--- src/rtl/clk_period_meter_if.sv ---
// clk_period_meter_if: request/result bundle for the period meter.
// master drives sig_in/start, slave returns status and results.
interface clk_period_meter_if #(
  parameter int CNT_W = 16
);
  logic             sig_in;
  logic             start;
  logic             busy;
  logic             done;
  logic             timeout;
  logic [CNT_W-1:0] period;
  logic [CNT_W-1:0] high_time;

  modport master (
    output sig_in,
    output start,
    input  busy,
    input  done,
    input  timeout,
    input  period,
    input  high_time
  );

  modport slave (
    input  sig_in,
    input  start,
    output busy,
    output done,
    output timeout,
    output period,
    output high_time
  );
endinterface

--- src/rtl/clk_period_meter.sv ---
// clk_period_meter: one-shot rise-to-rise period and high-time meter
// for divider outputs, with a saturating-counter timeout.
module clk_period_meter #(
  parameter int CNT_W = 16
) (
  input logic               clk,
  input logic               rst,
  clk_period_meter_if.slave mif
);
  typedef enum logic [1:0] {
    IDLE,
    ARM,
    MEAS,
    FIN
  } state_t;

  localparam logic [CNT_W-1:0] MAX = '1;
  localparam logic [CNT_W-1:0] ONE = CNT_W'(1);

  state_t           state;
  state_t           state_n;
  logic             s1;
  logic             s2;
  logic             rise;
  logic             at_max;
  logic [CNT_W-1:0] cnt;
  logic [CNT_W-1:0] cnt_n;
  logic [CNT_W-1:0] hcnt;
  logic [CNT_W-1:0] hcnt_n;
  logic [CNT_W-1:0] per;
  logic [CNT_W-1:0] per_n;
  logic [CNT_W-1:0] hi;
  logic [CNT_W-1:0] hi_n;
  logic             tout;
  logic             tout_n;

  always_ff @(posedge clk or posedge rst) begin
    if (rst) begin
      state <= IDLE;
      s1    <= 1'b0;
      s2    <= 1'b0;
      cnt   <= '0;
      hcnt  <= '0;
      per   <= '0;
      hi    <= '0;
      tout  <= 1'b0;
    end else begin
      state <= state_n;
      s1    <= mif.sig_in;
      s2    <= s1;
      cnt   <= cnt_n;
      hcnt  <= hcnt_n;
      per   <= per_n;
      hi    <= hi_n;
      tout  <= tout_n;
    end
  end

  assign rise   = s1 & ~s2;
  assign at_max = (cnt == MAX);

  // FIN is the done cycle: not IDLE yet, so a start there is dropped
  always_comb begin
    state_n = state;
    cnt_n   = cnt;
    hcnt_n  = hcnt;
    per_n   = per;
    hi_n    = hi;
    tout_n  = 1'b0;
    unique case (state)
      IDLE: begin
        if (mif.start) begin
          state_n = ARM;
          cnt_n   = '0;
          hcnt_n  = '0;
        end
      end
      ARM: begin
        priority case (1'b1)
          rise: begin
            state_n = MEAS;
            cnt_n   = ONE;
            hcnt_n  = ONE;
          end
          at_max: begin
            state_n = FIN;
            per_n   = '0;
            hi_n    = '0;
            tout_n  = 1'b1;
          end
          default: begin
            cnt_n = cnt + ONE;
          end
        endcase
      end
      MEAS: begin
        priority case (1'b1)
          rise: begin
            state_n = FIN;
            per_n   = cnt;
            hi_n    = hcnt;
          end
          at_max: begin
            state_n = FIN;
            per_n   = '0;
            hi_n    = '0;
            tout_n  = 1'b1;
          end
          default: begin
            cnt_n = cnt + ONE;
            if (s1) begin
              hcnt_n = hcnt + ONE;
            end
          end
        endcase
      end
      FIN: begin
        state_n = IDLE;
      end
      default: begin
        state_n = IDLE;
      end
    endcase
  end

  assign mif.busy      = (state == ARM) | (state == MEAS);
  assign mif.done      = (state == FIN);
  assign mif.timeout   = tout;
  assign mif.period    = per;
  assign mif.high_time = hi;
endmodule

--- src/flat_wrapper.sv ---
// flat-port wrapper written by rule: the top's interface ports become plain ports
module clk_period_meter_flat 
#(
  parameter int CNT_W = 16
)
  (clk, rst, mif_sig_in, mif_start, mif_busy, mif_done, mif_timeout, mif_period, mif_high_time);
  clk_period_meter_if #(.CNT_W(CNT_W)) mif_i ();
  input logic clk;
  input logic rst;
  input wire logic [$bits(mif_i.sig_in)-1:0] mif_sig_in;
  input wire logic [$bits(mif_i.start)-1:0] mif_start;
  output wire logic [$bits(mif_i.busy)-1:0] mif_busy;
  output wire logic [$bits(mif_i.done)-1:0] mif_done;
  output wire logic [$bits(mif_i.timeout)-1:0] mif_timeout;
  output wire logic [$bits(mif_i.period)-1:0] mif_period;
  output wire logic [$bits(mif_i.high_time)-1:0] mif_high_time;
  assign mif_i.sig_in = mif_sig_in;
  assign mif_i.start = mif_start;
  assign mif_busy = mif_i.busy;
  assign mif_done = mif_i.done;
  assign mif_timeout = mif_i.timeout;
  assign mif_period = mif_i.period;
  assign mif_high_time = mif_i.high_time;
  clk_period_meter #(.CNT_W(CNT_W)) u_core (.clk(clk), .rst(rst), .mif(mif_i));
endmodule
--- config.mk ---
export PLATFORM = sky130hd
export DESIGN_NAME = clk_period_meter_flat
export DESIGN_NICKNAME = d
export VERILOG_FILES = /design/src/rtl/clk_period_meter_if.sv /design/src/rtl/clk_period_meter.sv /design/src/flat_wrapper.sv
export SDC_FILE = /design/constraint.sdc
export NUM_CORES = 1
export LEC_CHECK = 0
export CORE_ASPECT_RATIO = 0.6
export CORE_MARGIN = 5
export CORE_UTILIZATION = 40
export CTS_CLUSTER_DIAMETER = 60
export DETAILED_ROUTE_END_ITERATION = 7
export HOLD_SLACK_MARGIN = 0.06
export REMOVE_ABC_BUFFERS = 1
export SLEW_MARGIN = 30
export SYNTH_ARGS = -nofsm -noshare
export SYNTH_HDL_FRONTEND = slang
export SYNTH_SLANG_ARGS = --single-unit
--- constraint.sdc ---
create_clock -name clk -period 7 [get_ports clk]
set_clock_uncertainty 0.05 [all_clocks]
set_input_delay 0.7 -clock clk [delete_from_list [all_inputs] [get_ports clk]]
set_output_delay 0.7 -clock clk [all_outputs]
set_load 0.02 [all_outputs]
# == After elaboration in Yosys (flattened, before gate mapping) ==
# Cells that the tools add are included.
# totals
ff_bits,69
# classes
n_mux,26
addsub,2
bitwise_logic,3
eq_ne,10
reduce_logical,7
# ops
cell,n
$mux W16,14
$pmux W16 S3,2
$pmux W16 S2,2
$add A16 B1 Y16 const B,2
$eq A16 B16 Y1 const B,1
$mux W2,4
$ne A2 B2 Y1 const B,4
$pmux W2 S4,1
$reduce_and A6 Y1,1
$eq A2 B2 Y1 const B,2
$ne A2 B1 Y1 const B,2
$mux W1,3
$reduce_and A3 Y1,1
$reduce_bool A3 Y1,1
$eq A2 B1 Y1 const B,1
$logic_not A2 Y1,1
$reduce_and A2 Y1,1
$reduce_bool A2 Y1,1
$reduce_or A2 Y1,1
$and A1 B1 Y1,1
$not A1 Y1,1
$or A1 B1 Y1,1

# == Logic depth before layout (Yosys ltp) ==
# logic_depth
depth_word,5
mapped_depth,10
ltp_nobuf,7

# == Worst setup path after synthesis ==
# OpenSTA, ideal clock, no wires.
# synth_timing
path_kind,register to register
start,register u_core.state[0]
end,register u_core.hcnt[10]
required_ns,6.828
t_arrival_ns,2.129
path_stages_with_launch,9
n_path_buf,2
slack_ns,4.700
synth_period_minus_slack_ns,2.300
setup_ns,0.122
cell_sequence,dfrtp_1 > inv_1 > ha_1 > and3b_1 > or3_1 > clkbuf_1 > or2_0 > clkbuf_1 > a32o_1
# synth_via
elab_chain_cells,3
word_cells_on_any_way,11
classes_between,eq/ne: 7; mux: 1; reduce/logical: 3
# synth_lines
item,line,rtl
from (decl),clk_period_meter.sv:20,state_t state;
from (signal assigned),clk_period_meter.sv:48,state <= state_n;
"$eq A2 B1 Y1, or another cell as far along",clk_period_meter.sv:70,unique case (state)
"$ne A2 B1 Y1 (no source line), or another cell as far along",n/a,
$reduce_and A6 Y1 (no source line),n/a,
to (signal assigned),clk_period_meter.sv:52,hcnt <= hcnt_n;
to (decl),clk_period_meter.sv:28,logic [CNT_W-1:0] hcnt;
# Parallel ways exist; a longest one is shown, timed or not.
# A chain may end at the register's enable or synchronous reset.

# == Worst setup path in the final report ==
# layout_timing
start,register u_core.state[0]
end,output mif_busy
# layout_via
elab_chain_cells,2
word_cells_on_any_way,3
classes_between,eq/ne: 2; bitwise: 1
# layout_lines
item,line,rtl
$eq A2 B1 Y1 or $eq A2 B2 Y1 (tied branches),clk_period_meter.sv:126,assign mif.busy = (state == ARM) | (state == MEAS);
$or A1 B1 Y1 *,clk_period_meter.sv:126,
to (decl),flat_wrapper.sv:12,output wire logic [$bits(mif_i.busy)-1:0] mif_busy;
# Mark *: on every way between the ends. The rest lies on a longest branch, timed or not.

==> flow_summary.toml <==
[clocking]
cts_resized = 0
hold_buffers = 0
htree_num_levels = 3
clk_pin_slew_ns = 0.06
cts_buffer_depth = 2
cts_sinks = 69
post_cts_buffers = 0
cts_root_buf = "clkbuf_16"
numCtsBuffers = 9
clkLatencyLatePin_ns = 0.33
cts_tree = "yes"

[drt]
drc = 0
drt_wl_total_mm = 8.51
first_iter_violations = 288
vias = 2700
firstDrtPassIters = 5
wl_per_cell_um = 18.3
antenna_left = 0
vias_per_cell = 5.82

[die]
num_rows = 25
die_x_um = 128
start_util_pct = 41.8
dieArea_um2 = 10400
io_pins = 39
die_y_um = 81.0
coreArea_um2 = 8040

[worst_setup_path]
worstPathArrival_ns = 2.34
regToRegStartpoint = "u_core.state[0]$_DFFE_PP0N_"
timing.critical_path.to = "mif_busy"
startpoint_type = "flop"
reg2reg_slack_ns = 4.10
cp_max_fo = 20
critPathMaxStageDelay_ns = 0.74
crit_chain = "inv_1 -> ha_1 -> clkdlybuf4s50_1"
path_class = "reg2out"
r2r_cells = 6
startpoint = "u_core.state[0]$_DFFE_PP0N_"
cpMaxStageDelayCell = "ha_1"
worstPathRequired_ns = 6.25
setup.worst_path.end_class = "output port"
rr_endpoint = "u_core.cnt[3]$_DFFE_PP0P_"

[grt]
grt.total_usage_pct = 17.7
first_global_vias = 2572
antenna_found_initial = 0
grt_max_degree = 70
grt_pass1_wl_mm = 14.2
grt_remaining_overflow = 0

[power]
switching_share_pct = 32.7
powerDensity_nw_per_um2 = 310
ir_drop_mv = 0.199
pwr-share-comb_pct = 25.8
pwr-share-seq_pct = 33.8
power_mw = 1.29
switchingPower_mw = 0.421
p_leak_nw = 1.77
internal_power_mw = 0.867
p_clk_share_pct = 40.4

[logic_synthesis]
synth_ff_type = "dfrtp_1"
syn_area_per_cell_um2 = 10.6
synth_area_um2 = 3360
synth_edf_count = 0
synth-async-reset-ratio_pct = 100
ys_types = 51
yosys-top-cells-area = "dfrtp_1, a22o_1, ha_1, nor2_1, nand2_1"
yosysSeqAreaShare_pct = 51.3
netlist_instances = 318
yosysTopAreaCellShare_pct = 51.3
yosysWarnings = 0
ys_seq_elements = 69
synth_top_cell_by_area = "dfrtp_1"

[flow_run]
cap_violations = 0

[min_path]
hold_path_class = "reg2reg"

[placement]
dp_slack_ns = 3.97
port_buffers = 38
place_congestion = 0.858
hpwl_mm = 5.54
place_area_um2 = 3800

[status]
status = "completed"

[layout]
drive_above_1_share_pct = 8.43
area_growth_pct = 23.5
nets = 363
design_area_um2 = 4160
fillers = 705
diodes = 0

[sta]
rsz0062_at_grt = "no"
relSlewSlack_pct = 42.8
fin_ws_ns = 3.91
slew_viol_final = 0
fmax_mhz = 324
fin_crit_ns = 3.09
fin_tns_setup_ns = 0
finalSetupViolCount = 0
final_hold_viol_count = 0
worst_slew_pin_slew_ns = 0.855
final.period_utilization_pct = 44.1
==> per-stage QoR <==
step / instances / utilization, % / hold WS [ns]
6_report: 464 / 51.7 / 0.376
2_1_floorplan: 298 / - / 0.334
3_3_place_gp: 447 / 47.2 / 0.356
5_1_grt: 464 / 51.7 / 0.401
4_1_cts: 463 / 51.5 / 0.377
3_5_place_dp: 447 / 47.2 / 0.366
==> registers in the layout, summed over array words and instances, names as in the netlist <==
signal,cells
u_core.state,2
u_core.hcnt,16
u_core.mif.timeout,1
u_core.s2,1
u_core.cnt,16
u_core.mif.high_time,16
u_core.mif.period,16
u_core.s1,1
==> cell families (layout without fill, tap and decap cells) <==
| group | after synthesis | after routing | share of synthesized area [%] |
|---|---|---|---|
| adders and majority gates | 8 | 8 | 2.98 |
| AOI/OAI and AO/OA | 89 | 89 | 20.3 |
| buffers and inverters | 24 | 62 | 3.83 |
| and+or+nand+nor | 118 | 118 | 18.9 |
| xor gates and xnor gates | 10 | 10 | 2.60 |
| DFF | 69 | 69 | 51.3 |
==> per-layer routing <==
metal | global-route usage (%) | share of wire [%] | vias to the layer above
met2 | 21.5 | 37 | 105
li1 | - | - | 1262
met1 | 28.5 | 55 | 1321
met4 | 6.46 | 1.6 | 0
met3 | 4.80 | 7.2 | 12
met5 | 0 | 0 | -
==> layout make-up <==
type | instances | area, µm² | share of cell area (%)
Timing Repair Buffer | 42 | 422 | 10.1
Clock inverter | 6 | 111 | 2.68
Inverter | 4 | 15.0 | 0.361
Sequential cell | 69 | 1730 | 41.6
Multi-Input combinational cell | 225 | 1520 | 36.5
Clock buffer | 10 | 229 | 5.51
Tap cell | 108 | 135 | 3.25
==> cells in the mapped netlist (all sizes together) (5+ instances only) <==
library cell	count
a21oi	14
a22o	32
a31oi	6
buf	9
clkbuf	11
dfrtp	69
ha	8
nand2	24
nand3	13
nand4	9
nor2	24
nor2b	5
nor3	15
nor4	6
o21ai	11
xnor2	7
==> cells in the final DEF, fill, tap and decap left out, types with 4 or more instances in the layout <==
cell type	netlist	final
a21oi_1	13	13
a22o_1	32	32
a31oi_1	6	6
and3_1	4	4
clkbuf_16	0	9
clkdlybuf4s50_1	0	38
dfrtp_1	69	69
ha_1	8	8
nand2_1	23	23
nand3_1	13	13
nand4_1	8	8
nor2_1	24	24
nor2b_1	5	4
nor3_1	15	15
nor4_1	4	4
o21ai_0	8	8
o22a_1	4	4
o2bb2ai_1	4	4
xnor2_1	7	7
==> worst min path at each step <==
stage / slack (ns) / from / to / depth (start not counted)
after floorplan: 0.33 / u_core.s1$_DFF_PP0_ / u_core.s2$_DFF_PP0_ / 0
after global placement: 0.36 / u_core.s1$_DFF_PP0_ / u_core.s2$_DFF_PP0_ / 0
after detailed placement: 0.37 / u_core.s1$_DFF_PP0_ / u_core.s2$_DFF_PP0_ / 0
after CTS: 0.38 / u_core.s1$_DFF_PP0_ / u_core.s2$_DFF_PP0_ / 0
after global routing: 0.40 / u_core.s1$_DFF_PP0_ / u_core.s2$_DFF_PP0_ / 0
final: 0.38 / u_core.s1$_DFF_PP0_ / u_core.s2$_DFF_PP0_ / 0
==> power groups by stage <==
stage          Clock (mW)  Sequential [mW]  Combinational [mW]
3_5_place_dp            0            0.442               0.326
2_1_floorplan           0            0.440               0.214
5_1_grt             0.548            0.438               0.370
3_3_place_gp            0            0.441               0.319
4_1_cts             0.529            0.435               0.328
6_report            0.521            0.435               0.333
==> worst max-delay path, delay by kind of cell, from the launching register on <==
family | cells | cell delay, ns
buffers and inverters | 2 | 0.85
adder cells (fa/ha/maj) | 1 | 0.74
flip-flops | 1 | 0.41
(Power assumes the default switching activity.)
